[config.mk]
export PLATFORM = sky130hd
export DESIGN_NAME = pipe_hazard_ctrl
export DESIGN_NICKNAME = d
export VERILOG_FILES = /design/src/rtl/pipe_hazard_ctrl.sv
export SDC_FILE = /design/constraint.sdc
export NUM_CORES = 1
export LEC_CHECK = 0
export CORE_MARGIN = 2
export CORE_UTILIZATION = 39
export DETAILED_ROUTE_END_ITERATION = 16
export HOLD_SLACK_MARGIN = 0.03
export PLACE_DENSITY = 0.83
export SKIP_LAST_GASP = 1
export SYNTH_ARGS = -nofsm -noshare
export SYNTH_HDL_FRONTEND = slang
export SYNTH_SLANG_ARGS = --single-unit
[constraint.sdc]
create_clock -name clk -period 7 [get_ports clk]
set_clock_uncertainty 0.15 [all_clocks]
set_input_delay 1.4 -clock clk [delete_from_list [all_inputs] [get_ports clk]]
set_output_delay 1.4 -clock clk [all_outputs]
set_load 0.02 [all_outputs]
[src/rtl/pipe_hazard_ctrl.sv]
// Pipeline enable/clear sequencer: load-use stall, branch flush, mult/div occupancy, SYSCALL halt.
// Define HAZARD_PERF_EN to add the perf_stall/perf_flush event counters.
module pipe_hazard_ctrl #(
   parameter int MULDIV_LAT = 4,
   parameter int CNT_W      = 4
) (
   input  logic       clk,
   input  logic       rst_n,
   input  logic [4:0] id_rs,
   input  logic [4:0] id_rt,
   input  logic       id_use_rs,
   input  logic       id_use_rt,
   input  logic       ex_memread,
   input  logic [4:0] ex_wbreg,
   input  logic       ex_branch_taken,
   input  logic       ex_muldiv,
   input  logic       wb_syscall,
   input  logic       wb_halt_req,
   input  logic       resume,
   output logic       en_pc,
   output logic       en_ifid,
   output logic       clr_ifid,
   output logic       en_idex,
   output logic       clr_idex,
   output logic       en_exmem,
   output logic       clr_exmem,
   output logic       en_memwb,
   output logic       halted,
   output logic       busy
`ifdef HAZARD_PERF_EN
   ,
   output logic [31:0] perf_stall,
   output logic [31:0] perf_flush
`endif
);

   typedef enum logic [1:0] {RUN, MD_BUSY, HALT} state_t;

   state_t           state_q, state_d;
   logic [CNT_W-1:0] cnt_q, cnt_d;
   logic             load_use;
   logic             halt_req;

   assign load_use = ex_memread && (ex_wbreg != 5'd0) &&
                     ((id_use_rs && (id_rs == ex_wbreg)) || (id_use_rt && (id_rt == ex_wbreg)));
   assign halt_req = wb_syscall && wb_halt_req;

   always_comb begin
      state_d   = state_q;
      cnt_d     = cnt_q;
      en_pc     = 1'b1;
      en_ifid   = 1'b1;
      clr_ifid  = 1'b0;
      en_idex   = 1'b1;
      clr_idex  = 1'b0;
      en_exmem  = 1'b1;
      clr_exmem = 1'b0;
      en_memwb  = 1'b1;
      halted    = (state_q == HALT);
      busy      = (state_q == MD_BUSY);

      // Halt wins over everything outside HALT; only the SYSCALL itself retires.
      if (state_q != HALT && halt_req) begin
         en_pc    = 1'b0;
         en_ifid  = 1'b0;
         en_idex  = 1'b0;
         en_exmem = 1'b0;
         state_d  = HALT;
         cnt_d    = '0;
      end else begin
         case (state_q)
            RUN: begin
               if (ex_muldiv) begin
                  en_pc     = 1'b0;
                  en_ifid   = 1'b0;
                  en_idex   = 1'b0;
                  clr_exmem = 1'b1;
                  cnt_d     = CNT_W'(MULDIV_LAT - 2);
                  state_d   = MD_BUSY;
               end else if (ex_branch_taken) begin
                  clr_ifid = 1'b1;
                  clr_idex = 1'b1;
               end else if (load_use) begin
                  en_pc    = 1'b0;
                  en_ifid  = 1'b0;
                  clr_idex = 1'b1;
               end
            end
            MD_BUSY: begin
               // cnt==0 is the release cycle: the mult/div leaves EX, so ex_muldiv is ignored.
               if (cnt_q != '0) begin
                  en_pc     = 1'b0;
                  en_ifid   = 1'b0;
                  en_idex   = 1'b0;
                  clr_exmem = 1'b1;
                  cnt_d     = cnt_q - CNT_W'(1);
               end else begin
                  state_d = RUN;
               end
            end
            HALT: begin
               en_pc    = 1'b0;
               en_ifid  = 1'b0;
               en_idex  = 1'b0;
               en_exmem = 1'b0;
               en_memwb = 1'b0;
               if (resume) state_d = RUN;
            end
            default: state_d = RUN;
         endcase
      end

      // Pipeline free-runs while reset is held.
      if (!rst_n) begin
         en_pc     = 1'b1;
         en_ifid   = 1'b1;
         clr_ifid  = 1'b0;
         en_idex   = 1'b1;
         clr_idex  = 1'b0;
         en_exmem  = 1'b1;
         clr_exmem = 1'b0;
         en_memwb  = 1'b1;
         halted    = 1'b0;
         busy      = 1'b0;
      end
   end

   always_ff @(posedge clk or negedge rst_n) begin
      if (!rst_n) begin
         state_q <= RUN;
         cnt_q   <= '0;
      end else begin
         state_q <= state_d;
         cnt_q   <= cnt_d;
      end
   end

`ifdef HAZARD_PERF_EN
   logic [31:0] perf_stall_q, perf_flush_q;

   always_ff @(posedge clk or negedge rst_n) begin
      if (!rst_n) begin
         perf_stall_q <= '0;
         perf_flush_q <= '0;
      end else begin
         if (!en_pc && state_q != HALT) perf_stall_q <= perf_stall_q + 32'd1;
         if (clr_ifid)                  perf_flush_q <= perf_flush_q + 32'd1;
      end
   end

   assign perf_stall = perf_stall_q;
   assign perf_flush = perf_flush_q;
`endif

endmodule

==> results of run 1 <==
==> state kept, by name, summed over array words and instances (netlist names) <==
name	cells
cnt_q	4
state_q	2
==> cells by family (layout without fill, tap and decap cells) <==
group / after synthesis / after routing / share of synthesized area [%]
AND/OR/NAND/NOR: 26 / 26 / 26.8
AO/OA/AOI/OAI: 18 / 18 / 20.2
XOR/XNOR: 10 / 10 / 14.9
buffers and inverters: 7 / 42 / 5.10
flip-flops: 6 / 6 / 25.5
adder cells (fa/ha/maj): 2 / 2 / 4.25
multiplexers: 2 / 2 / 3.40
==> worst max-delay path, stage by stage <==
cell	delay (ns)
clkdlybuf4s50_1	0.47
or4_1	0.52
o21ai_0	0.21
or4b_2	0.16
a2bb2oi_1	0.19
clkdlybuf4s50_1	0.64
==> layout by cell type (no fill, tap or decap) <==
| master | n |
|---|---|
| a32oi_1 | 1 |
| nand2_1 | 4 |
| xor2_1 | 8 |
| mux2i_1 | 2 |
| nor4_1 | 2 |
| nor3b_1 | 1 |
| or4b_2 | 1 |
| nand4_1 | 1 |
| a2bb2oi_1 | 1 |
| inv_1 | 5 |
| or3_1 | 1 |
| ha_1 | 2 |
| clkbuf_4 | 3 |
| and2_0 | 1 |
| a21oi_1 | 3 |
| o211a_1 | 1 |
| a21o_1 | 1 |
| nor2_1 | 1 |
| nor2b_1 | 1 |
| o31ai_1 | 3 |
| clkdlybuf4s50_1 | 34 |
| dfrtp_1 | 6 |
| or2_2 | 1 |
| nor3_1 | 1 |
| o21a_1 | 1 |
| or4_1 | 3 |
| a2111oi_0 | 1 |
| o21ai_0 | 6 |
| xnor2_1 | 2 |
| nor2_2 | 1 |
| and2_1 | 3 |
| nand2b_1 | 1 |
| nand3_1 | 2 |
| nor2b_2 | 1 |
==> stage by stage <==
stage / std cells / utilization (%) / setup slack (ns)
global route: 122 / 66.1 / 1.73
detailed placement: 119 / 64.5 / 1.83
floorplan: 71 / - / 2.56
finish: 122 / 66.1 / 1.85
global placement: 119 / 64.5 / 1.87
CTS: 122 / 66.1 / 1.84
==> path summary, 6_finish.rpt <==
kind | to | slack [ns] | cells past startpoint
max | en_ifid | 1.85 | 6
min | cnt_q[0]$_DFFE_PN0P_ | 0.40 | 2
max reg2reg | cnt_q[3]$_DFFE_PN0P_ | 5.06 | 6
min reg2reg | cnt_q[0]$_DFFE_PN0P_ | 0.40 | 2
max in group asynchronous | state_q[0]$_DFFE_PN0P_ | 5.03 | 1
min in group asynchronous | state_q[1]$_DFFE_PN0P_ | 1.33 | 1
==> layer usage <==
metal  GRT usage (%)  vias to the layer above  part of all wire (%)
li1                -                      327                     -
met1            15.6                      278                    37
met2            32.4                       32                    52
met3            4.26                        4                   8.9
met4            13.1                        0                   2.1
met5               0                        -                     0
==> layout make-up <==
class | instances | share of cell area [%]
clock buffers | 3 | 2.34
inverters | 5 | 1.95
multi-input cells | 58 | 42.6
flip-flops and latches | 6 | 15.6
well taps | 16 | 2.08
repair buffers | 34 | 35.4
==> power by group through the flow <==
stage / Sequential [W] / Clock, W / Combinational, W
2_1_floorplan: 0.0000560 / 0 / 0.0000663
3_3_place_gp: 0.0000583 / 0 / 0.000102
3_5_place_dp: 0.0000591 / 0 / 0.000106
4_1_cts: 0.0000586 / 0.0000344 / 0.000106
5_1_grt: 0.0000599 / 0.0000355 / 0.000116
6_report: 0.0000584 / 0.0000329 / 0.000105
==> cell usage after synthesis <==
cell       n  area, um^2
xor2_1     8        70.1
dfrtp_1    6         150
o21ai_0    6        30.0
inv_1      5        18.8
nand2_1    4        15.0
a21oi_1    3        15.0
and2_1     3        18.8
o31ai_1    3        22.5
or4_1      3        22.5
ha_1       2        25.0
mux2i_1    2        20.0
nand3_1    2        10.0
nor4_1     2        12.5
xnor2_1    2        17.5
a2111oi_0  1        8.76
a21o_1     1        7.51
a2bb2oi_1  1        8.76
a32oi_1    1        8.76
and2_0     1        6.26
buf_4      1        7.51
clkbuf_1   1        3.75
nand2b_1   1        6.26
nand4_1    1        6.26
nor2_1     1        3.75
nor2_2     1        6.26
nor2b_1    1        6.26
nor2b_2    1        8.76
nor3_1     1        5.00
nor3b_1    1        7.51
o211a_1    1        10.0
o21a_1     1        7.51
or2_2      1        6.26
or3_1      1        6.26
or4b_2     1        10.0
==> results.md, run 1 <==
- CP arrival: roughly 3.6 ns
- Resize count post-CTS: 0
- LEAKAGE: between 0.4 and 0.5 nW
- # diodes: 0
- Register area: about 150 um^2
- Post-Synthesis Cells: 71
- CTS tree: done
- Hold Vio Cnt, Final: 0
- Setup CP Type: in -> out
- Total GRT Usage: between 15 and 20%
- Hold Crit Start: cnt_q[0]$_DFFE_PN0P_
- Worst vdd ir: approximately 0.094 mV
- Yosys warns: 0
- Root buf cell: clkbuf_4
- Hold WS: between 0.3 and 0.4 ns
- HPWL Detailed: approximately 1300 um
- DP Area: 938 um^2
- Sequential-to-total area share from yosys stat: between 20% and 30%
- CTS buffer count: 3
- Sw power: 0.0000758 W
- Final period util: about 74%
- Drt first-iter violations: 10
- Startpoint Class: input pin
- Vias post-DR: 641
- Reg2reg start: cnt_q[0]$_DFFE_PN0P_
- Pwr Total: ~0.00020 W
- Largest net degree at the start of global routing: 16
- Worst skew pair latency: approximately 0.25 ns
- Synth cell types: 34
- Die area: around 1800 um^2
- Area growth, synth to finish: 63.1%
- Port Buffers: 34
- Internal power: 0.000120 W
- Worst min-delay path category: reg -> reg
- CP max FO: 3
- Core area: 1450 um^2
- Max transition margin: about two thirds
- Die height: ~43 um
- IO Count: 35
- Setup Buffers After CTS: 0
- Clock share of power: between 10% and 20%
- Combinational power share: between 50% and 60%
- Routability congestion estimate: a little under 0.8
- Mapped Area: 589 um^2
- Number of global-route vias before repair: between 500 and 600
- Slew @ Worst Pin: between 0.4 and 0.5 ns
- RSZ-0062 raised after global routing: no
- Max_cap viols: 0
- Syn avg cell area: roughly 8.3 um^2
- Die X: ~43 um
- Post-route ant nets: 0
- WL/cell: 12.0 um
- Nets@finish: ~140
- Max Freq: ~190 MHz
- Count of state elements after synthesis: 6
- Htree depth: 1
- Crit path capture type: output pin
- Area of the multi-input gates: around 410 um^2
- Final setup fails: 0
- Status: complete, no violations
- Gr ovfl total: 0
- CP required: 5.45 ns
- Reg power frac: between 20% and 30%
- Drt pass-1 iters: 4
- Clock-pin slew on the worst setup and hold paths: about 0.050 ns
- WL final: approximately 1500 um
- PwrDens: 204 nW/um^2
- DR vias/cell: about 5.3
- First-pass GRT wire length: 2320 um
- Filler cell count: about 130
- Setup TNS: 0 ns
- Slew Viols, Final: 0
- Synthesized net count: 98
- Share of layout cells above drive strength 1: 6.60%
- Initial antenna violation count: 0
- Clock Path Buffers: 2
- Final design area excluding fillers: a little under 1000 um^2
- DRC: 0
- CTS Hold Bufs: 0
- Cell Rows: 14
- Net Sw Frac: around two fifths
- Period minus WS final: 5.15 ns
- Starting Density: 40.5%
- CTS Sinks: 6
- Critical path startpoint: ex_wbreg[1]
Power figures use the tool's default switching activity.
==> run 2: changes to the inputs <==
--- a/config.mk
+++ b/config.mk
@@ -6,10 +6,10 @@
 export NUM_CORES = 1
 export LEC_CHECK = 0
 export CORE_MARGIN = 2
-export CORE_UTILIZATION = 39
+export CORE_UTILIZATION = 33
 export DETAILED_ROUTE_END_ITERATION = 16
 export HOLD_SLACK_MARGIN = 0.03
-export PLACE_DENSITY = 0.83
+export PLACE_DENSITY = 0.75
 export SKIP_LAST_GASP = 1
 export SYNTH_ARGS = -nofsm -noshare
 export SYNTH_HDL_FRONTEND = slang
==> constraint.sdc (replaced) <==
create_clock -name clk -period 4.7 [get_ports clk]
set_clock_uncertainty 0.15 [all_clocks]
set_input_delay 0.94 -clock clk [delete_from_list [all_inputs] [get_ports clk]]
set_output_delay 0.94 -clock clk [all_outputs]
set_load 0.02 [all_outputs]
==> results.md, run 2 (synthesis results as in run 1) <==
- Die area: 2140 um^2 (+16%)
- Final period util: about nine tenths
- First-pass GRT wire length: 2540 um (+9.5%)
- Clock-pin slew on the worst setup and hold paths: 0.05 ns (about the same)
- Setup CP Type: in -> out
- Largest net degree at the start of global routing: 15 (-1)
- CP arrival: 3.19 ns (-0.41 ns)
- Slew Viols, Final: 0 (unchanged)
- Number of global-route vias before repair: 687 (+15%)
- Worst skew pair latency: 0.25 ns (about the same)
- Reg power frac: 30.0% (+0.2 points)
- Port Buffers: 34 (unchanged)
- Sw power: 0.000110 W (+46%)
- DR vias/cell: 5.11 (-2.8%)
- Hold WS: 0.379 ns (-0.0196 ns)
- Die height: 46.3 um (+7.9%)
- Root buf cell: clkbuf_4
- Largest register by flop count: cnt_q
- Clock share of power: 16.6% (-0.2 points)
- Total GRT Usage: 16.4% (-0.93 points)
- HPWL Detailed: 1340 um (+5.6%)
- CP required: 3.61 ns (-1.84 ns)
- WL final: 1530 um (+4.0%)
- Startpoint Class: input pin
- Area growth, synth to finish: 66.2%
- IO Count: 35 (unchanged)
- Die X: 46.3 um (+7.9%)
- PwrDens: 295 nW/um^2 (+45%)
- Period minus WS final: 4.28 ns
- Biggest regs: cnt_q x4, state_q x2
- Crit path capture type: output pin
- Gr ovfl total: 0 (unchanged)
- CTS Hold Bufs: 0 (unchanged)
- Max transition margin: 68.2% (+1.4 points)
- Vias post-DR: 674 (+5.1%)
- Setup TNS: 0 ns (unchanged)
- Initial antenna violation count: 0 (unchanged)
- Clock Path Buffers: 2 (unchanged)
- Hold EP: cnt_q[0]$_DFFE_PN0P_
- DP Area: 957 um^2 (+2.0%)
- Combinational power share: 53.4% (about the same)
- WL/cell: 11.6 um (-3.9%)
- Post-route ant nets: 0 (unchanged)
- Commonest non-fill, non-tap cell in the layout: clkdlybuf4s50_1
- Drt pass-1 iters: 4 (unchanged)
- Resize count post-CTS: 0 (unchanged)
- Final design utilization: 57.4% (-8.7 points)
- Routability congestion estimate: 0.773 (-0.87%)
- Internal power: 0.000179 W (+49%)
- R2r setup slk: 2.80 ns (-2.26 ns)
- Hold Crit Depth: 2 (unchanged)
- Nets@finish: 136 (+0.74%)
- Worst vdd ir: 0.134 mV (+43%)
- Core area: 1710 um^2 (+17%)
- DRC: 0 (unchanged)
- Status: complete, no violations
- CTS buffer count: 3 (unchanged)
- Cell Rows: 15 (+1)
- Commonest non-fill, non-tap cells in the layout: 34 x clkdlybuf4s50_1, 8 x xor2_1, 6 x o21ai_0, 6 x dfrtp_1, 5 x inv_1
- Slew @ Worst Pin: 0.465 ns (-0.0320 ns)
- Final setup fails: 0 (unchanged)
- Worst min-delay path category: reg -> reg
- Reg2reg start: cnt_q[0]$_DFFE_PN0P_
- CP max FO: 3 (unchanged)
- Drt first-iter violations: 13 (+3)
- CTS tree: done
- Share of layout cells above drive strength 1: 7.48% (+0.87 points)
- Starting Density: 34.5% (-6.0 points)
- Max_cap viols: 0 (unchanged)
- Htree depth: 1 (unchanged)
- RSZ-0062 raised after global routing: no
- Hold Crit Start: cnt_q[0]$_DFFE_PN0P_
- LEAKAGE: 0.411 nW (+1.2%)
- Net Sw Frac: 38.2% (-0.48 points)
- Final design area excluding fillers: 980 um^2 (+2.0%)
- Max Freq: between 200 and 250 MHz
- Largest register FFs: 4 (unchanged)
- # diodes: 0 (unchanged)
- Setup Buffers After CTS: 0 (unchanged)
- CTS Sinks: 6 (unchanged)
- Hold Vio Cnt, Final: 0 (unchanged)
- RR Endpoint: cnt_q[2]$_DFFE_PN0P_
- Pwr Total: 0.000289 W (+48%)
- Worst reg-to-reg path cell count: 6 (unchanged)
==> run 2: changes by cell type in the layout (fill, tap and decap cells not counted), sizes merged <==
cell  change
buf       +1
==> run 2: metal layers <==
| layer | wire [um] | track usage [%] | vias up | share of wire (%) |
|---|---|---|---|---|
| met5 | 0 | 0 | - | 0 |
| met4 | 44 | 9.71 | 0 | 2.9 |
| met3 | 125 | 4.71 | 6 | 8.2 |
| met2 | 774 | 29.2 | 34 | 51 |
| met1 | 582 | 16.8 | 304 | 38 |
| li1 | - | - | 330 | - |
==> run 2: worst max-delay path, cell delays in order <==
cell	delay (ns)
clkdlybuf4s50_1	0.47
or4_1	0.55
o21ai_0	0.23
or4b_2	0.17
a2bb2oi_1	0.20
clkdlybuf4s50_1	0.64
==> run 2: layout make-up <==
type,instances,area (um^2)
multi-input combinational,58,409
sequential,6,150
fill,163,728
timing repair buffer,35,348
tap,25,31.3
inverter,5,18.8
clock buffer,3,22.5
==> run 2: how the worst max path moves through the flow <==
| stage | slack, ns | endpoint | start | depth (start not counted) |
|---|---|---|---|---|
| floorplan | 1.18 | en_pc | ex_wbreg[1] | 5 |
| global placement | 0.50 | en_ifid | ex_wbreg[1] | 6 |
| detailed placement | 0.41 | en_pc | ex_wbreg[1] | 6 |
| CTS | 0.41 | en_pc | ex_wbreg[1] | 6 |
| global route | 0.32 | en_pc | ex_wbreg[1] | 6 |
| finish | 0.42 | en_pc | ex_wbreg[1] | 6 |
==> run 2: power by group through the flow <==
stage / combinational [W] / sequential, W / clock, W
finish: 0.000154 / 0.0000869 / 0.0000481
global route: 0.000175 / 0.0000901 / 0.0000528
CTS: 0.000156 / 0.0000877 / 0.0000498
detailed placement: 0.000156 / 0.0000883 / 0
global placement: 0.000153 / 0.0000875 / 0
floorplan: 0.0000988 / 0.0000834 / 0
==> run 2: per-stage QoR <==
| step | worst slack (ns) | std cells |
|---|---|---|
| 4_1_cts | 0.407 | 132 |
| 2_1_floorplan | 1.18 | 71 |
| 3_3_place_gp | 0.497 | 129 |
| 6_report | 0.417 | 132 |
| 5_1_grt | 0.325 | 132 |
| 3_5_place_dp | 0.410 | 129 |
